$ cat config.mk
export PLATFORM = sky130hd
export DESIGN_NAME = ex_result_stage_flat
export DESIGN_NICKNAME = d
export VERILOG_FILES = /design/src/rtl/ex_result_if.sv /design/src/rtl/ex_result_stage.sv /design/src/flat_wrapper.sv
export SDC_FILE = /design/constraint.sdc
export NUM_CORES = 1
export LEC_CHECK = 0
export ABC_AREA = 1
export CAP_MARGIN = 0
export CORE_MARGIN = 3
export CORE_UTILIZATION = 30
export CTS_CLUSTER_SIZE = 30
export DETAILED_ROUTE_END_ITERATION = 12
export DONT_BUFFER_PORTS = 1
export PLACE_DENSITY = 0.54
export SETUP_SLACK_MARGIN = 0.15
export SLEW_MARGIN = 30
export SYNTH_ARGS = -nofsm -noshare
export SYNTH_HDL_FRONTEND = slang
export SYNTH_SLANG_ARGS = --single-unit
$ cat constraint.sdc
create_clock -name clk -period 1.9 [get_ports clk]
set_input_delay 0.285 -clock clk [delete_from_list [all_inputs] [get_ports clk]]
set_output_delay 0.285 -clock clk [all_outputs]
set_load 0.01 [all_outputs]
$ cat src/rtl/ex_result_if.sv
// Handshake and data bundle between the execute back end and the memory stage.
// The master side drives the execute inputs; the slave side is the result stage.
interface ex_result_if #(
    parameter int DATA_W = 16,
    parameter int REG_W  = 3
);
    logic              in_valid;
    logic              in_ready;
    logic [DATA_W-1:0] alu_out;
    logic              alu_co;
    logic              a_sign;
    logic              b_sign;
    logic [2:0]        set_op;
    logic [REG_W-1:0]  rd_in;
    logic              wr_en_in;
    logic              flush;
    logic              out_valid;
    logic              out_ready;
    logic [DATA_W-1:0] out_result;
    logic [REG_W-1:0]  out_rd;
    logic              out_wr_en;
    logic [2:0]        out_flags;

    modport master (
        output in_valid, alu_out, alu_co, a_sign, b_sign, set_op, rd_in, wr_en_in, flush, out_ready,
        input  in_ready, out_valid, out_result, out_rd, out_wr_en, out_flags
    );

    modport slave (
        input  in_valid, alu_out, alu_co, a_sign, b_sign, set_op, rd_in, wr_en_in, flush, out_ready,
        output in_ready, out_valid, out_result, out_rd, out_wr_en, out_flags
    );
endinterface

$ cat src/rtl/ex_result_stage.sv
// Execute back end: resolves set-condition ops, computes {Z,N,C} flags and
// registers the result into a 2-entry skid buffer toward the memory stage.
module ex_result_stage #(
    parameter int DATA_W = 16,
    parameter int REG_W  = 3
) (
    input  logic           clk,
    input  logic           rst,
    ex_result_if.slave     bus
);
    typedef struct packed {
        logic [DATA_W-1:0] result;
        logic [REG_W-1:0]  rd;
        logic              wr_en;
        logic [2:0]        flags;
    } entry_t;

    localparam logic [2:0] OP_SEQ = 3'b001;
    localparam logic [2:0] OP_SLT = 3'b010;
    localparam logic [2:0] OP_SLE = 3'b011;
    localparam logic [2:0] OP_SCO = 3'b100;

    logic [1:0]        count_q, count_d;
    logic              head_q, head_d;
    logic              tail_q, tail_d;
    logic              push, pop;
    logic              alu_z, lt;
    logic [DATA_W-1:0] result;
    entry_t            new_entry;
    entry_t            head_entry;
    entry_t [1:0]      ent_all;

    // Signed compare from A-B: when signs differ the subtraction may overflow,
    // so the sign of A alone decides.
    always_comb begin
        alu_z  = (bus.alu_out == '0);
        lt     = (bus.a_sign ^ bus.b_sign) ? bus.a_sign : bus.alu_out[DATA_W-1];
        result = bus.alu_out;
        case (bus.set_op)
            OP_SEQ:  result = {{(DATA_W-1){1'b0}}, alu_z};
            OP_SLT:  result = {{(DATA_W-1){1'b0}}, lt};
            OP_SLE:  result = {{(DATA_W-1){1'b0}}, lt | alu_z};
            OP_SCO:  result = {{(DATA_W-1){1'b0}}, bus.alu_co};
            default: result = bus.alu_out;
        endcase
        new_entry.result = result;
        new_entry.rd     = bus.rd_in;
        new_entry.wr_en  = bus.wr_en_in;
        new_entry.flags  = {(result == '0), result[DATA_W-1], bus.alu_co};
    end

    // Ready depends only on registered occupancy, never on out_ready.
    assign bus.in_ready  = (count_q != 2'd2);
    assign bus.out_valid = (count_q != 2'd0);
    assign push = bus.in_valid & bus.in_ready & ~bus.flush;
    assign pop  = bus.out_valid & bus.out_ready & ~bus.flush;

    always_comb begin
        count_d = count_q;
        head_d  = head_q;
        tail_d  = tail_q;
        if (bus.flush) begin
            count_d = 2'd0;
            head_d  = 1'b0;
            tail_d  = 1'b0;
        end else begin
            if (push) tail_d = ~tail_q;
            if (pop)  head_d = ~head_q;
            case ({push, pop})
                2'b10:   count_d = count_q + 2'd1;
                2'b01:   count_d = count_q - 2'd1;
                default: count_d = count_q;
            endcase
        end
    end

    always_ff @(posedge clk or posedge rst) begin
        if (rst) begin
            count_q <= 2'd0;
            head_q  <= 1'b0;
            tail_q  <= 1'b0;
        end else begin
            count_q <= count_d;
            head_q  <= head_d;
            tail_q  <= tail_d;
        end
    end

    for (genvar gi = 0; gi < 2; gi++) begin : g_entry
        entry_t ent_q, ent_d;

        always_comb begin
            ent_d = ent_q;
            if (push && (tail_q == 1'(gi))) ent_d = new_entry;
        end

        always_ff @(posedge clk or posedge rst) begin
            if (rst) ent_q <= '0;
            else     ent_q <= ent_d;
        end

        assign ent_all[gi] = ent_q;
    end

    // Stale storage is masked so an empty buffer presents all-zero outputs.
    always_comb begin
        head_entry = '0;
        if (bus.out_valid) head_entry = ent_all[head_q];
    end

    assign bus.out_result = head_entry.result;
    assign bus.out_rd     = head_entry.rd;
    assign bus.out_wr_en  = head_entry.wr_en;
    assign bus.out_flags  = head_entry.flags;

endmodule

$ cat src/flat_wrapper.sv
// flat-port wrapper written by rule: the top's interface ports become plain ports
module ex_result_stage_flat 
#(
    parameter int DATA_W = 16,
    parameter int REG_W  = 3
)
  (clk, rst, bus_in_valid, bus_alu_out, bus_alu_co, bus_a_sign, bus_b_sign, bus_set_op, bus_rd_in, bus_wr_en_in, bus_flush, bus_out_ready, bus_in_ready, bus_out_valid, bus_out_result, bus_out_rd, bus_out_wr_en, bus_out_flags);
  ex_result_if #(.DATA_W(DATA_W), .REG_W(REG_W)) bus_i ();
  input  logic clk;
  input  logic rst;
  input wire logic [$bits(bus_i.in_valid)-1:0] bus_in_valid;
  input wire logic [$bits(bus_i.alu_out)-1:0] bus_alu_out;
  input wire logic [$bits(bus_i.alu_co)-1:0] bus_alu_co;
  input wire logic [$bits(bus_i.a_sign)-1:0] bus_a_sign;
  input wire logic [$bits(bus_i.b_sign)-1:0] bus_b_sign;
  input wire logic [$bits(bus_i.set_op)-1:0] bus_set_op;
  input wire logic [$bits(bus_i.rd_in)-1:0] bus_rd_in;
  input wire logic [$bits(bus_i.wr_en_in)-1:0] bus_wr_en_in;
  input wire logic [$bits(bus_i.flush)-1:0] bus_flush;
  input wire logic [$bits(bus_i.out_ready)-1:0] bus_out_ready;
  output wire logic [$bits(bus_i.in_ready)-1:0] bus_in_ready;
  output wire logic [$bits(bus_i.out_valid)-1:0] bus_out_valid;
  output wire logic [$bits(bus_i.out_result)-1:0] bus_out_result;
  output wire logic [$bits(bus_i.out_rd)-1:0] bus_out_rd;
  output wire logic [$bits(bus_i.out_wr_en)-1:0] bus_out_wr_en;
  output wire logic [$bits(bus_i.out_flags)-1:0] bus_out_flags;
  assign bus_i.in_valid = bus_in_valid;
  assign bus_i.alu_out = bus_alu_out;
  assign bus_i.alu_co = bus_alu_co;
  assign bus_i.a_sign = bus_a_sign;
  assign bus_i.b_sign = bus_b_sign;
  assign bus_i.set_op = bus_set_op;
  assign bus_i.rd_in = bus_rd_in;
  assign bus_i.wr_en_in = bus_wr_en_in;
  assign bus_i.flush = bus_flush;
  assign bus_i.out_ready = bus_out_ready;
  assign bus_in_ready = bus_i.in_ready;
  assign bus_out_valid = bus_i.out_valid;
  assign bus_out_result = bus_i.out_result;
  assign bus_out_rd = bus_i.out_rd;
  assign bus_out_wr_en = bus_i.out_wr_en;
  assign bus_out_flags = bus_i.out_flags;
  ex_result_stage #(.DATA_W(DATA_W), .REG_W(REG_W)) u_core (.clk(clk), .rst(rst), .bus(bus_i));
endmodule
==> run metrics <==
kind of critical path register to output port; layout cells sized above 1 0.172; cell internal pwr 0.00249 W; Worst Skew 0.00736 ns; via/cell ratio 4.72; Max transition margin 0.650; unique cell type count in the Yosys netlist 23; Die Wd 96.4 µm; final setup vio count 0; fin cells 439; initial antenna violation count 0; total I/O pin count 56; Syn Inst Count 317; Die Span Y 96.4 µm; CP arrival 1.39 ns; synthesized flop and latch total 48; status complete, no violations; CTS Buffer Depth 2; full die area 9290 µm²; gr usage total 0.148; Clock power frac 0.183; Final Slew Violations 0; Post-CTS Setup Inserts 0; placed insts 430; Num CTS Buffers 5; Final GP Congestion 0.777; sequential share of the synthesized area 0.490; Worst EP required 1.62 ns; Clk pin slew, worst setup/hold paths 0.08 ns; P_sw 0.00156 W; final instance area 2840 µm²; Setup TNS 0 ns; CTS tree done; Final Hold Viols 0; fmax 597 MHz; row cnt 32; Switching Share 0.385; end-of-flow core utilization 0.362; Pwr Density 1430 nW/µm²; FF-to-FF setup slack 0.44 ns; YS warnings 0; Syn-to-layout area delta 15.8%; first-pass GRT wire length 10.5 mm; leakage dissipation 1.32 nW; crit path max fanout 13; Fillers 842; Initial Util 0.313; Post-route DRC 0; area of the mapped netlist 2450 µm²; Total Wirelength 6.40 mm; Final nets 367; vias in the first global route 2013; hold crit path type primary input to register; Avg Cell Area, Syn 7.74 µm²; post-route ant nets 0; RSZ-0062 raised after global routing true; pin count of the biggest net entering global routing 33; syn nets 348; CP startpoint kind register; core footprint 7850 µm²; wire length per cell 14.6 µm; n_diodes 0; DP HPWL 4.68 mm; H-Tree Depth 2; worst skew pair latency 0.30 ns; grt ovf 0; post-route minimum period 1.67 ns; Detailed Routing Iterations Pass 1 4; total clock sinks 48; Placement Cell Area 2690 µm²; max-cap violation count 0; clock root buffer clkbuf_8; Slew @ Worst Pin 0.525 ns; Logic pwr share 0.398; crit end category output port; IR Drop Worst-Case VDD 0.526 mV; Port Buffers 0; Tcrit/Tclk final 0.881; sequential share of power 0.419; DR iter-0 viols 91; Vias 2074
## state kept, by name, indices dropped and copies added, names as in the netlist
register and count:
u_core.count_q 2, u_core.head_q 1, u_core.ent_all 44, u_core.tail_q 1
## final timing paths
check / from / to / depth (start not counted)
worst max-delay path: u_core.head_q / bus_out_result[0] / 5
worst min-delay path: bus_flush / u_core.head_q / 1
worst max register to register: u_core.count_q[0] / u_core.ent_all[44] / 7
worst min register to register: u_core.ent_all[13] / u_core.ent_all[13] / 2
max in group asynchronous: rst / u_core.count_q[0] / 3
min in group asynchronous: rst / u_core.ent_all[38] / 2
## metal layers
layer  up-vias  routed length (µm)  GRT usage
met3         5                 288     0.0325
met5         -                   0          0
met1       991                2790      0.184
met2        36                3240      0.257
li1       1042                   -          -
met4         0                  82     0.0421
## timing repair
item                                    in CTS  in global routing
hold endpoints to repair                    22                  0
hold buffers                                 1                  0
cloned                                       0                  0
resized for setup                            2                  6
endpoints found under the setup margin       1                 11
pin swaps                                    0                  0
## layout make-up
| cell class | count | area, µm² | share of cell area |
|---|---|---|---|
| multi-input combinational | 235 | 1080 | 0.380 |
| clock inverter | 3 | 42.5 | 0.0150 |
| inverter | 18 | 67.6 | 0.0238 |
| timing repair buffer | 28 | 253 | 0.0890 |
| tap | 102 | 128 | 0.0449 |
| clock buffer | 5 | 68.8 | 0.0242 |
| sequential | 48 | 1200 | 0.423 |
## critical path, cell delays in order (launching register included)
cell     delay, ns
dfrtp_1       0.41
inv_1         0.11
buf_6         0.17
nand2_1       0.07
a21oi_2       0.17
buf_4         0.15
## stage by stage
stage / hold WS [ns] / total power, W / setup WS (ns)
2_1_floorplan: 0.358 / 0.00274 / 0.427
3_3_place_gp: 0.239 / 0.00327 / 0.439
3_5_place_dp: 0.241 / 0.00330 / 0.389
4_1_cts: 0.0372 / 0.00406 / 0.161
5_1_grt: 0.0244 / 0.00440 / 0.130
6_report: 0.0468 / 0.00405 / 0.226
## cells in the mapped netlist (all sizes together)
library cell | number | area share
xor2 | 1 | 0.0066
nor3 | 3 | 0.0061
nand2 | 132 | 0.20
o21ai | 43 | 0.097
or2 | 3 | 0.0077
nand3 | 8 | 0.021
buf | 10 | 0.039
nor2 | 19 | 0.037
nand4 | 2 | 0.0051
nand3b | 1 | 0.0031
clkbuf | 6 | 0.0092
dfrtp | 48 | 0.49
a21oi | 23 | 0.047
inv | 18 | 0.028
## cell families (layout without fill, tap and decap cells)
family,after synthesis,after routing,share of synthesized area
DFF,48,48,0.490
AOI/OAI and AO/OA,66,66,0.144
xor gates and xnor gates,1,1,0.00663
and+or+nand+nor,168,168,0.284
buffers and inverters,34,54,0.0760
## cell usage in the layout, fill, tap and decap left out, drive strengths merged, types with 2 or more instances in the layout
master / instances
a21oi: 23
buf: 27
clkbuf: 5
dfrtp: 48
inv: 18
nand2: 132
nand3: 8
nand4: 2
nor2: 19
nor3: 3
o21ai: 43
or2: 3
## power by group through the flow
stage               clock network (W)  logic, W  registers, W
CTS                          0.000761   0.00160       0.00169
global placement                    0   0.00157       0.00170
detailed placement                  0   0.00159       0.00171
floorplan                           0   0.00109       0.00165
global route                 0.000810   0.00183       0.00175
finish                       0.000740   0.00161       0.00170
Note: power is estimated with default switching activity, not from simulation.
